===== src/rtl/otter_iobus_timer.sv =====
// otter_iobus_timer: memory-mapped countdown timer on the OTTER MCU IOBUS.
// Registers: CTRL 0x00, LOAD 0x04, COUNT 0x08 (RO), STATUS 0x0C, CMP 0x10.
// Optional PWM output and CMP register are enabled by defining TMR_PWM_EN.
module otter_iobus_timer #(
   parameter logic [31:0] BASE_ADDR  = 32'h1100_0100,
   parameter int unsigned PRESCALE_W = 8
) (
   input  logic        CLK,
   input  logic        RST,
   input  logic [31:0] IOBUS_ADDR,
   input  logic [31:0] IOBUS_OUT,
   input  logic        IOBUS_WR,
   output logic [31:0] TMR_DOUT,
   output logic        INTR
`ifdef TMR_PWM_EN
   ,
   output logic        PWM
`endif
);

   localparam int unsigned OFF_W   = 3;
   localparam logic [OFF_W-1:0] OFF_CTRL   = 3'd0;
   localparam logic [OFF_W-1:0] OFF_LOAD   = 3'd1;
   localparam logic [OFF_W-1:0] OFF_COUNT  = 3'd2;
   localparam logic [OFF_W-1:0] OFF_STATUS = 3'd3;
   localparam logic [OFF_W-1:0] OFF_CMP    = 3'd4;

   typedef enum logic {IDLE = 1'b0, RUN = 1'b1} state_t;

   state_t                state, state_nxt;
   logic                  ctrl_en, ctrl_auto, ctrl_ie;
   logic [PRESCALE_W-1:0] ctrl_psc;
   logic [PRESCALE_W-1:0] psc_cnt;
   logic [31:0]           load_val;
   logic [31:0]           count;
   logic                  exp_flag;

   logic                  hit;
   logic [OFF_W-1:0]      off;
   logic                  wr_ctrl, wr_load, wr_status;
   logic                  start, stop, tick, expire;
   logic                  unused_addr;

   // Address decode: block spans 32 bytes, byte offset bits are ignored
   assign hit         = (IOBUS_ADDR[31:5] == BASE_ADDR[31:5]);
   assign off         = IOBUS_ADDR[4:2];
   assign unused_addr = ^IOBUS_ADDR[1:0];

   assign wr_ctrl   = IOBUS_WR && hit && (off == OFF_CTRL);
   assign wr_load   = IOBUS_WR && hit && (off == OFF_LOAD);
   assign wr_status = IOBUS_WR && hit && (off == OFF_STATUS);

   // State register
   always_ff @(posedge CLK) begin
      if (RST) state <= IDLE;
      else     state <= state_nxt;
   end

   // Next-state logic: an EN=0 CTRL write outranks a same-edge expiry
   always_comb begin
      state_nxt = state;
      case (state)
         IDLE: if (start) state_nxt = RUN;
         RUN: begin
            if (stop)                        state_nxt = IDLE;
            else if (expire && !ctrl_auto)   state_nxt = IDLE;
         end
         default: state_nxt = IDLE;
      endcase
   end

   // FSM-derived control strobes and interrupt
   always_comb begin
      start  = wr_ctrl && IOBUS_OUT[0] && (state == IDLE);
      stop   = wr_ctrl && !IOBUS_OUT[0] && (state == RUN);
      tick   = (state == RUN) && (psc_cnt == ctrl_psc);
      expire = tick && (count == 32'd0) && !stop;
      INTR   = exp_flag && ctrl_ie;
   end

   // Control, reload, counter, prescaler and sticky expiry flag
   always_ff @(posedge CLK) begin
      if (RST) begin
         ctrl_en   <= 1'b0;
         ctrl_auto <= 1'b0;
         ctrl_ie   <= 1'b0;
         ctrl_psc  <= '0;
         load_val  <= 32'd0;
         count     <= 32'd0;
         psc_cnt   <= '0;
         exp_flag  <= 1'b0;
      end else begin
         ctrl_en <= (state_nxt == RUN);
         if (wr_ctrl) begin
            ctrl_auto <= IOBUS_OUT[1];
            ctrl_ie   <= IOBUS_OUT[2];
            ctrl_psc  <= IOBUS_OUT[8 +: PRESCALE_W];
         end
         if (wr_load) load_val <= IOBUS_OUT;

         // Start uses the LOAD value from before any same-edge LOAD write
         if (start) begin
            count   <= load_val;
            psc_cnt <= '0;
         end else if ((state == RUN) && !stop) begin
            psc_cnt <= tick ? '0 : psc_cnt + PRESCALE_W'(1);
            if (tick) begin
               if (count != 32'd0) count <= count - 32'd1;
               else if (ctrl_auto) count <= load_val;
            end
         end

         // Expiry set beats a same-edge software clear
         if (expire)                        exp_flag <= 1'b1;
         else if (wr_status && IOBUS_OUT[0]) exp_flag <= 1'b0;
      end
   end

`ifdef TMR_PWM_EN
   logic [31:0] cmp_val;
   logic        wr_cmp;

   assign wr_cmp = IOBUS_WR && hit && (off == OFF_CMP);

   // Compare register and registered PWM output
   always_ff @(posedge CLK) begin
      if (RST) begin
         cmp_val <= 32'd0;
         PWM     <= 1'b0;
      end else begin
         if (wr_cmp) cmp_val <= IOBUS_OUT;
         PWM <= (state == RUN) && (count < cmp_val);
      end
   end
`endif

   // Combinational read mux; zero outside the block
   always_comb begin
      TMR_DOUT = 32'd0;
      if (hit) begin
         case (off)
            OFF_CTRL:   TMR_DOUT = 32'({ctrl_psc, 5'b0, ctrl_ie, ctrl_auto, ctrl_en});
            OFF_LOAD:   TMR_DOUT = load_val;
            OFF_COUNT:  TMR_DOUT = count;
            OFF_STATUS: TMR_DOUT = 32'(exp_flag);
`ifdef TMR_PWM_EN
            OFF_CMP:    TMR_DOUT = cmp_val;
`endif
            default:    TMR_DOUT = 32'd0;
         endcase
      end
   end

endmodule


===== config.mk =====
export PLATFORM = sky130hd
export DESIGN_NAME = otter_iobus_timer
export DESIGN_NICKNAME = d
export VERILOG_FILES = /design/src/rtl/otter_iobus_timer.sv
export SDC_FILE = /design/constraint.sdc
export NUM_CORES = 1
export LEC_CHECK = 0
export ABC_CLOCK_PERIOD_IN_PS = 6400
export CAP_MARGIN = 15
export CORE_AREA = 2 2 123 125
export CTS_CLUSTER_DIAMETER = 50
export DETAILED_ROUTE_END_ITERATION = 8
export DIE_AREA = 0 0 125 127
export HOLD_SLACK_MARGIN = 0.06
export SYNTH_ARGS = -nofsm -noshare
export SYNTH_HDL_FRONTEND = slang
export SYNTH_SLANG_ARGS = --single-unit

===== constraint.sdc =====
create_clock -name CLK -period 6.4 [get_ports CLK]
set_clock_uncertainty 0.2 [all_clocks]
set_input_delay 1.28 -clock CLK [delete_from_list [all_inputs] [get_ports CLK]]
set_output_delay 1.28 -clock CLK [all_outputs]
set_load 0.05 [all_outputs]

==> impl_metrics.py <==
metrics = {
    "power_and_ir_drop": {
        "intPower_mw": 0.8232,
        "powerDensity_nw_per_um2": 162.7,
        "clkPwrFrac_pct": 44.6,
        "p_leak_nw": 2.243,
        "p_seq_share_pct": 48.9,
        "irDropWorstVdd_uv": 107.6,
        "pwr-share-comb_pct": 6.5,
        "swShare_pct": 22.95,
        "switching_power_mw": 0.2453,
        "power_mw": 1.068,
    },
    "cts": {
        "numClockSinks": 84,
        "cts_made_buffers": 9,
        "cts_setup_buffers": 0,
        "ctsHoldBuffers": 0,
        "htree_num_levels": 3,
        "cts_buffer_depth": 2,
        "cts_root_buffer": "clkbuf_16",
        "clk_latency_ns": 0.35,
        "clk_pin_slew_ns": 0.06,
        "cts_tree": "done",
        "ctsResizeCount": 0,
    },
    "yosys": {
        "async_flop_share_pct": 0,
        "synth_seq_cells": 84,
        "netlist_area_um2": 5011,
        "synthCells": 670,
        "synth_edf_count": 0,
        "synth_cell_types": 58,
        "synthesis.nets": 740,
        "ys.flop_type": "dfxtp_1",
        "yosys_warnings": 0,
        "avgSynthCellArea_um2": 7.479,
        "synth-seq-area-share_pct": 33.56,
    },
    "global_routing": {
        "grtUsageTotal_pct": 21.02,
        "use_met3_pct": 3.685,
        "gr-total-overflow": 0,
        "antenna_found_initial": 0,
        "grt.busiest_layer": "met2",
        "grt_pass1_vias": 5366,
        "grt_pass1_wl_mm": 27.50,
        "grt_max_degree": 78,
        "met2_usage_pct": 35.55,
        "use_met1_pct": 27.80,
    },
    "place": {
        "pre_cts_ws_ns": 1.052,
        "placed_cell_area_um2": 6307,
        "place_inst": 915,
        "gp_congestion": 0.8280,
        "io_buffers": 97,
        "dpl.hpwl_mm": 11.71,
    },
    "route": {
        "drc": 0,
        "routed_via_density": 5.805,
        "drt_pass1_iterations": 5,
        "wl_mm": 16.95,
        "wl_per_cell_um": 18.20,
        "drt.antenna.violating_nets": 0,
        "num_vias": 5404,
        "drtIter0Drc": 524,
    },
    "timing": {
        "setup_tns_ns": 0,
        "setup_violations": 0,
        "tightest_slew_ns": 1.011,
        "fmax_mhz": 185.2,
        "slew_headroom_pct": 32.45,
        "final.setup.worst_slack_ns": 0.9995,
        "post-route-min-period_ns": 5.400,
        "drv_slew": 0,
        "hold_viol": 0,
        "period_share_pct": 84.38,
        "holdWs_ns": 0.2720,
        "rsz0062_at_grt": "false",
    },
    "hold_path": {
        "hp-class": "flop to flop",
        "min_path_cells": 2,
        "hp-start": "load_val[24]",
        "whs_endpoint": "load_val[24]",
    },
    "critical_path": {
        "cp_cell_sequence": "clkdlybuf4s50_1, nor2b_1, nor2b_1, buf_4, a22oi_1, nor2_1, buf_12",
        "startpoint_type": "input port",
        "cp_top_family": "buffers and inverters",
        "worstPathMaxFanout": 23,
        "crit_path_frequent_cell": "nor2b_1",
        "crit_required_ns": 4.92,
        "cpPeakStageDelay_ns": 0.85,
        "slowest_stage": "clkdlybuf4s50_1",
        "r2r-start": "count[20]",
        "end_kind": "primary output",
        "cp_num_buf_inv": 3,
        "cp.arrival_ns": 3.92,
        "r2r_slack_ns": 3.10,
        "critPathKind": "input port to primary output",
        "r2r_cells": 6,
        "rr_endpoint": "count[28]",
    },
    "finish": {
        "stdcell_count": 931,
        "layout-drive-gt1-share_pct": 10.71,
        "syn_to_final_growth_pct": 31.09,
        "num-fill-cells": 1485,
        "final_area_um2": 6569,
        "final_util_pct": 45.54,
        "n_antenna_cell": 0,
        "fin_nets": 812,
    },
    "status": {
        "status": "complete, no violations",
    },
    "die": {
        "die_h_um": 127,
        "chipWidth_um": 125,
        "core_area_um2": 14420,
        "start_util_pct": 34.74,
        "std_cell_rows": 44,
        "ios": 100,
        "die_area_um2": 15880,
    },
    "run": {
        "maxCapViolCount": 0,
    },
}
==> state kept, by name, indices dropped and copies added (netlist names) <==
register / count
ctrl_psc: 8
psc_cnt: 8
ctrl_ie: 1
exp_flag: 1
ctrl_en: 1
load_val: 32
ctrl_auto: 1
count: 32
==> synth_stat cells, types with 5 or more instances <==
library cell  instances  area [um^2]
nand3_1              10        50.05
clkbuf_1             47        176.4
nor2_1               73        274.0
xor2_1                9        78.83
mux2i_1              25        250.2
or3_1                10        62.56
dfxtp_1              84         1682
nor3_1               25        125.1
a21oi_1              62        310.3
o211ai_1              8        60.06
a211oi_1             15        112.6
a221oi_1              6        52.55
nand2_1             110        412.9
xnor2_1               6        52.55
nor4b_1               5        43.79
a22oi_1              22        165.2
inv_1                13        48.80
nand4_1              18        112.6
o21ai_0              21        105.1
nor4_1               19        118.9
o32ai_1              23        201.4
==> how the worst max path moves through the flow <==
stage,to,start,slack (ns),depth (start not counted)
floorplan,TMR_DOUT[10],IOBUS_ADDR[21],1.72,6
global placement,TMR_DOUT[31],IOBUS_ADDR[2],1.11,7
detailed placement,TMR_DOUT[31],IOBUS_ADDR[2],1.05,7
CTS,TMR_DOUT[31],IOBUS_ADDR[2],1.02,7
global route,TMR_DOUT[31],IOBUS_ADDR[2],0.79,7
finish,TMR_DOUT[19],IOBUS_ADDR[2],1.0,7
==> metal layers <==
| metal | wire (um) | up-vias |
|---|---|---|
| li1 | - | 2597 |
| met1 | 7530 | 2625 |
| met2 | 8314 | 165 |
| met3 | 897 | 17 |
| met4 | 206 | 0 |
| met5 | 0 | - |
==> layout by cell type, fill, tap and decap left out, types with 6 or more instances in the layout <==
cell type,synthesis,final
xor2_1,9,9
dfxtp_1,84,84
clkbuf_16,0,9
buf_4,0,28
nand4_1,18,18
clkdlybuf4s50_1,0,64
a221oi_1,6,6
o211ai_1,8,8
inv_1,13,13
nor2_1,73,73
o32ai_1,23,23
nor3_1,25,25
nand2_1,110,110
a211oi_1,15,15
a22oi_1,22,22
xnor2_1,6,6
nor4_1,19,17
or3_1,10,10
a21oi_1,62,62
nand3_1,10,10
mux2i_1,25,25
o21ai_0,21,20
buf_12,0,21
==> worst register-to-register path: stages, from the launching register on <==
cell	delay (ns)
dfxtp_1	0.37
nor4_1	0.77
nand4_1	0.28
nor4_1	0.41
o21ai_1	0.12
nand2_1	0.77
o32ai_1	0.21
==> final cells by class <==
cell class | instances | area (um^2) | area share, %
tap | 184 | 230.2 | 3.505
clock buffer | 11 | 232.7 | 3.543
inverter | 14 | 52.55 | 0.8000
clock inverter | 5 | 28.78 | 0.4381
timing repair buffer | 114 | 1276 | 19.43
multi-input combinational | 519 | 3067 | 46.69
sequential | 84 | 1682 | 25.60
==> cell families (layout without fill, tap and decap cells) <==
family	after synthesis	in the layout	share of synthesized area [%]
mux	26	26	5.443
xor+xnor	15	15	2.622
simple gates	299	299	28.44
fa+ha+maj	3	3	0.7491
flops	84	84	33.56
buf+inv	67	144	5.718
compound gates	176	176	23.47
==> power groups by stage <==
| stage | combinational, mW | sequential [mW] | clock [mW] |
|---|---|---|---|
| CTS | 0.0694 | 0.523 | 0.482 |
| global placement | 0.0681 | 0.534 | 0 |
| global route | 0.0740 | 0.522 | 0.509 |
| floorplan | 0.0196 | 0.534 | 0 |
| finish | 0.0697 | 0.523 | 0.476 |
| detailed placement | 0.0690 | 0.534 | 0 |
(Power assumes the default switching activity.)
